**src/rtl/mem_stage.sv**
```systemverilog
// MEM pipeline stage: EX/MEM latch, resettable data memory, MEM/WB latch.
// Optional misaligned-access trap enabled by defining MEM_MISALIGN_TRAP_EN.
module mem_stage #(
    parameter int unsigned MEM_WORDS = 64
) (
    input  logic        clk,
    input  logic        reset,
    input  logic [31:0] ALUResult,
    input  logic [31:0] WriteData,
    input  logic [4:0]  WriteReg,
    input  logic        MemRead,
    input  logic        MemWrite,
    input  logic        RegWrite,
    input  logic        MemToReg,
    input  logic        Stall,
    input  logic        Flush,
    output logic [31:0] MEM_ALUResult,
    output logic [4:0]  MEM_WriteReg,
    output logic        MEM_RegWrite,
    output logic [31:0] WB_Result,
    output logic [4:0]  WB_WriteReg,
    output logic        WB_RegWrite,
    output logic        MisalignErr
);

    localparam int unsigned IdxW = $clog2(MEM_WORDS);

    // EX/MEM latch
    logic [31:0] ex_mem_alu_q;
    logic [31:0] ex_mem_wdata_q;
    logic [4:0]  ex_mem_wreg_q;
    logic        ex_mem_mem_read_q;
    logic        ex_mem_mem_write_q;
    logic        ex_mem_reg_write_q;
    logic        ex_mem_mem_to_reg_q;

    // MEM/WB latch
    logic [31:0] wb_result_q;
    logic [4:0]  wb_wreg_q;
    logic        wb_reg_write_q;

    logic [31:0] mem_q [MEM_WORDS];

    logic            advance;
    logic [IdxW-1:0] idx;
    logic [31:0]     rdata;
    logic            misalign;
    logic            do_write;

    // Flush overrides Stall, so a flushed cycle still retires the MEM instruction.
    assign advance  = ~Stall | Flush;
    assign idx      = ex_mem_alu_q[IdxW+1:2];
    assign rdata    = mem_q[idx];
    assign do_write = ex_mem_mem_write_q & advance & ~misalign;

`ifdef MEM_MISALIGN_TRAP_EN
    logic err_q;

    assign misalign = (ex_mem_mem_read_q | ex_mem_mem_write_q) & (ex_mem_alu_q[1:0] != 2'b00);

    always_ff @(posedge clk or posedge reset) begin
        if (reset) begin
            err_q <= 1'b0;
        end else if (advance && misalign) begin
            err_q <= 1'b1;
        end
    end

    assign MisalignErr = err_q;
`else
    logic unused_mem_read;

    assign unused_mem_read = ex_mem_mem_read_q;
    assign misalign        = 1'b0;
    assign MisalignErr     = 1'b0;
`endif

    always_ff @(posedge clk or posedge reset) begin
        if (reset) begin
            ex_mem_alu_q        <= '0;
            ex_mem_wdata_q      <= '0;
            ex_mem_wreg_q       <= '0;
            ex_mem_mem_read_q   <= 1'b0;
            ex_mem_mem_write_q  <= 1'b0;
            ex_mem_reg_write_q  <= 1'b0;
            ex_mem_mem_to_reg_q <= 1'b0;
        end else if (Flush) begin
            ex_mem_alu_q        <= '0;
            ex_mem_wdata_q      <= '0;
            ex_mem_wreg_q       <= '0;
            ex_mem_mem_read_q   <= 1'b0;
            ex_mem_mem_write_q  <= 1'b0;
            ex_mem_reg_write_q  <= 1'b0;
            ex_mem_mem_to_reg_q <= 1'b0;
        end else if (!Stall) begin
            ex_mem_alu_q        <= ALUResult;
            ex_mem_wdata_q      <= WriteData;
            ex_mem_wreg_q       <= WriteReg;
            ex_mem_mem_read_q   <= MemRead;
            ex_mem_mem_write_q  <= MemWrite;
            ex_mem_reg_write_q  <= RegWrite;
            ex_mem_mem_to_reg_q <= MemToReg;
        end
    end

    // A store that also requests MemToReg still returns the address, not memory.
    always_ff @(posedge clk or posedge reset) begin
        if (reset) begin
            wb_result_q    <= '0;
            wb_wreg_q      <= '0;
            wb_reg_write_q <= 1'b0;
        end else if (advance) begin
            wb_result_q    <= (ex_mem_mem_to_reg_q && !ex_mem_mem_write_q) ? rdata : ex_mem_alu_q;
            wb_wreg_q      <= ex_mem_wreg_q;
            wb_reg_write_q <= ex_mem_reg_write_q & ~misalign;
        end
    end

    always_ff @(posedge clk or posedge reset) begin
        if (reset) begin
            for (int i = 0; i < int'(MEM_WORDS); i++) begin
                mem_q[i] <= '0;
            end
        end else if (do_write) begin
            mem_q[idx] <= ex_mem_wdata_q;
        end
    end

    assign MEM_ALUResult = ex_mem_alu_q;
    assign MEM_WriteReg  = ex_mem_wreg_q;
    assign MEM_RegWrite  = ex_mem_reg_write_q;
    assign WB_Result     = wb_result_q;
    assign WB_WriteReg   = wb_wreg_q;
    assign WB_RegWrite   = wb_reg_write_q;

endmodule

```
**config.mk**
```make
export PLATFORM = sky130hd
export DESIGN_NAME = mem_stage
export DESIGN_NICKNAME = d
export VERILOG_FILES = /design/src/rtl/mem_stage.sv
export SDC_FILE = /design/constraint.sdc
export NUM_CORES = 2
export LEC_CHECK = 0
export BUFFER_PORTS_ARGS = -buffer_cell sky130_fd_sc_hd__buf_2
export CAP_MARGIN = 5
export CORE_MARGIN = 2
export CORE_UTILIZATION = 41
export DETAILED_ROUTE_END_ITERATION = 8
export REMOVE_ABC_BUFFERS = 1
export SYNTH_ARGS = -nofsm -noshare
export SYNTH_HDL_FRONTEND = slang
export SYNTH_SLANG_ARGS = --single-unit
```
**constraint.sdc**
```tcl
create_clock -name clk -period 156.3 [get_ports clk]
set_input_delay 15.63 -clock clk [delete_from_list [all_inputs] [get_ports clk]]
set_output_delay 15.63 -clock clk [all_outputs]
set_load 0.01 [all_outputs]
```
Word-level counts from Yosys, hierarchy flattened
Cells that the tools add are included.

word-level totals
  flip-flop bits (word level) = 2158
  latch bits = 0
  RAM bits = 0
  memory bits (read-only) = 0
  input port bits = 77
  output and inout port bits = 77
  word-level logic and storage cells = 102
  memories kept = 0

cells by class
  $add $sub $neg = 0
  multiply operators = 0
  divide/modulo/power cells = 0
  magnitude comparators = 2
  eq/ne operators = 1
  shifts and indexed selects = 0
  muxes and demuxes = 19
  bitwise logic cells = 4
  reductions and logical operators = 3

operators by type and width
  cell                number
  $bwmux 2048         1
  $mux 32             8
  $bmux 32 s6         1
  $demux 32 s6        1
  $mux 5              2
  $ge 7x7->1 const B  1
  $lt 7x1->1 const B  1
  $not 6->7           1
  $mux 1              6
  $logic_and 1x1->1   2
  $ne 2x1->1 const B  1
  $and 1x1->1         1
  $logic_not 1->1     1
  $not 1->1           1
  $or 1x1->1          1

Longest topological paths before layout
  depth in word-level cells = 6
  mapped depth = 11
  mapped depth without buffers = 5

Worst setup path before layout
Ideal clock, no wire load.

  kind = in2reg
  start = input Flush
  end = register mem_q[608] in the netlist's numbering
  setup time = 125 ps
  arrival = 17141 ps
  required time = 156175 ps
  setup slack = 139034 ps
  cell stages on the path = 7
  buffers on the path = 2
  cells stage by stage = nand2b_1 > and3_1 > nand2b_1 > clkbuf_1 > nor2_1 > buf_2 > mux2_2

on the way
  word-level cells in the longest chain between the ends = 2

ends and longest elaborated chain
  what                            RTL line  text
  start: declaration              16        input logic Flush,
  $or 1x1->1                      51        assign advance = ~Stall | Flush;
  $and 1x1->1                     54        assign do_write = ex_mem_mem_write_q & advance & ~misalign;
  end signal: indexed assignment  125       mem_q[idx] <= ex_mem_wdata_q;
  end: declaration                42        logic [31:0] mem_q [MEM_WORDS];

Every way passes these cells.
A chain may end at the register's enable or synchronous reset.

==> results.toml <==
[timing]
finalSetupTns_ns = 0
post-route-period-util_pct = 12.59
setup_viol = 0
fin_ws_ns = 136.62
tightest_slew_ns = 1.311
rsz0062_at_grt = "false"
fin_crit_ns = 19.68
skew_ns = 0.03001
maxSlewHeadroom_pct = 11.35
drv_slew = 0
final_hold_viol_count = 0
max_freq_mhz = 50.82

[setup_path]
worstPathMaxFanout = 111
regToRegSetupSlack_ns = 149.82
timing.rr.start = "MEM_ALUResult[4]"
r2r_end = "WB_Result[1]"
crit_chain = "buf_2 -> inv_8 -> buf_4 -> buf_4 -> buf_4 -> buf_4 -> buf_4"
cp.arrival_ns = 20.46
crit_buf_inv = 7
cp-endpoint = "mem_q[325]"
cpPeakStageDelay_ns = 0.98
cpLargestDelayFamily = "buffers and inverters"
path_depth = 7
r2r_cells = 11
cp_common_cell = "buf_4"
critPathLaunch = "reset"
cp.required_ns = 157.09
cp-start-kind = "input port"
worstSetupPathType = "input port to async pin"
slowest_stage = "buf_4"
cp-end-kind = "async pin"

[finish]
fin_cells = 9795
syn2layout_area_growth_pct = 11.29
nets = 6523
fillerInstances = 20790
postLayoutCellArea_um2 = 108500
drive_gt1_share_pct = 45.16

[synthesis]
yosysTopAreaCellShare_pct = 55.38
syn_inst = 6551
yosys_warnings = 0
ys.flop_type = "dfrtp_1"
synth.area.top_cells = "dfrtp_1, mux2_2, mux4_2, mux2_1, mux2i_1"
async_flop_share_pct = 100.0
synth_edf_count = 0
yosys.area.top_type = "dfrtp_1"
synth_area_um2 = 97510
ys_types = 60
ys_seq_area_share_pct = 55.38
syn_avg_cell_area_um2 = 14.89
ys_seq_elements = 2158

[routing]
vias = 56670
drt_iter0_markers = 3907
post-route-drc-count = 0
wl_per_cell_um = 28.35
vias_per_cell = 5.786
drt-pass1-iter-count = 5
wirelength_um = 277700
ant_nets = 0

[clocking]
post_cts_resized = 0
htree_levels = 4
cts.path.max_buffers = 3
root_buffer = "clkbuf_16"
clock_latency_ns = 0.87
cts_tree = "done"
clk_pin_slew_ns = 0.06
cts.sinks = 2158
cts_inserted_buffers = 218
cts_hold_repair.buffers = 0
cts_setup_buffers = 0

[floorplanning]
die_w_um = 491.7
core_area_um2 = 237200
fp-row-count = 179
start_util_pct = 41.11
dieArea_um2 = 241800
die_height_um = 491.7
ios = 154

[place]
place.gp.congestion = 0.8075
dp_cells = 9393
io_buffers = 151
dp_hpwl_um = 162100
pre_cts_slack_ns = 135.59
postPlaceCellArea_um2 = 101300

[global_route]
antenna_found_initial = 9
grt_start_max_net_pins = 180
grt_use_total_pct = 22.95
grt.overflow.total = 0
grt_pass1_wl_um = 412800
grt_pass1_vias = 59640

[worst_hold_path]
hold_class = "flop to flop"

[pwr]
p_total_mw = 1.192
power_density_nw_per_um2 = 10.98
ir_drop_mv = 0.009504
power.leakage_nw = 51.92

[status]
status = "completed"

[run]
maxCapViolCount = 0
## sequential cells by signal, indices dropped and copies added, names as in the netlist
| register | count |
|---|---|
| MEM_ALUResult | 32 |
| WB_RegWrite | 1 |
| ex_mem_mem_to_reg_q | 1 |
| ex_mem_mem_write_q | 1 |
| MEM_RegWrite | 1 |
| ex_mem_wdata_q | 32 |
| WB_WriteReg | 5 |
| mem_q | 2048 |
| WB_Result | 32 |
| MEM_WriteReg | 5 |
## tightest hold or removal path, stage by stage (launching register included)
cell     delay [ns]
dfrtp_1        0.33
nand2_1        0.05
nand2_1        0.05
## Yosys cell counts, drive strengths merged, types with 3 or more instances
library cell,count
dfrtp,2158
o21a,24
a22oi,32
buf,334
a22o,24
a31oi,5
mux4,315
nor2,125
a2111oi,3
nand2b,13
nor4b,26
o22ai,213
clkbuf,333
o2111ai,3
o21ai,100
o31ai,24
nand3b,4
nor3,33
a221oi,27
mux2,2225
nand3,20
nand2,67
mux2i,316
a211oi,27
nor3b,3
or2,4
nor2b,33
a21oi,35
## cells by family after synthesis
family	synth area share [%]
AO/OA/AOI/OAI	3.525
buffers and inverters	3.095
multiplexers	36.21
flip-flops	55.38
AND/OR/NAND/NOR	1.786
other	0.003846
## layout by cell type, fill, tap and decap left out, types with 5 or more instances in the layout
master / netlist / routed
a22o_1: 24 / 24
dfrtp_1: 2158 / 2122
nor4b_1: 25 / 22
o21a_1: 24 / 24
mux2_1: 361 / 361
dfrtp_2: 0 / 33
clkbuf_16: 0 / 222
nand2_2: 0 / 27
nand2b_2: 0 / 5
buf_2: 222 / 149
o31ai_1: 24 / 24
nand2b_1: 13 / 7
nand3_1: 18 / 18
a31oi_1: 5 / 5
mux2i_1: 316 / 316
nor2_4: 0 / 37
mux2_2: 1864 / 1864
o21ai_0: 92 / 77
nor2_1: 117 / 86
nor3_1: 29 / 29
o21ai_1: 8 / 23
nand2_1: 67 / 38
clkbuf_1: 333 / 66
mux4_2: 315 / 315
a221oi_1: 26 / 26
clkbuf_8: 0 / 65
nor2b_1: 33 / 30
a21oi_1: 35 / 35
a22oi_1: 32 / 32
inv_6: 0 / 6
a211oi_1: 27 / 27
bufinv_16: 0 / 10
buf_4: 28 / 185
o22ai_1: 213 / 213
clkinv_2: 0 / 27
buf_12: 0 / 8
## through the flow
step	hold WS, ns	util, %
2_1_floorplan	0.4522	-
3_3_place_gp	0.4613	42.70
3_5_place_dp	0.4502	42.70
4_1_cts	0.4631	45.76
5_1_grt	0.4777	45.76
6_report	0.4561	45.76
## power by group
| part | total (mW) | switching [mW] | internal, mW |
|---|---|---|---|
| Clock | 0.530 | 0.223 | 0.308 |
| Combinational | 0.0826 | 0.0547 | 0.0279 |
| Sequential | 0.579 | 0.00802 | 0.571 |
| Total | 1.19 | 0.285 | 0.906 |
## area by class of cell
type                       count  area (µm²)  share of cell area [%]
antenna                        1       2.502                0.002306
inverter                       3       18.77                 0.01729
multi-input combinational   3723       40950                   37.73
clock buffer                 353        6698                   6.171
clock inverter                48       546.8                  0.5038
tap                         3167        3963                   3.651
timing repair buffer         342        2295                   2.114
sequential                  2158       54050                   49.81
## per-layer routing
| metal | GRT usage (%) | share of wire [%] |
|---|---|---|
| met3 | 2.757 | 4.1 |
| met1 | 32.59 | 46 |
| met5 | 0 | 0 |
| met2 | 37.84 | 48 |
| met4 | 4.971 | 1.9 |
## worst min path at each step
stage / startpoint / end / slack, ns / cells past startpoint
after floorplan: mem_q[1793] / mem_q[1793] / 0.45 / 1
after global placement: mem_q[1796] / mem_q[1796] / 0.46 / 1
after detailed placement: WB_WriteReg[2] / WB_WriteReg[2] / 0.45 / 2
after CTS: WB_WriteReg[2] / WB_WriteReg[2] / 0.46 / 2
after global routing: WB_WriteReg[2] / WB_WriteReg[2] / 0.48 / 2
final: WB_WriteReg[2] / WB_WriteReg[2] / 0.46 / 2
Note: power is estimated with default switching activity, not from simulation.
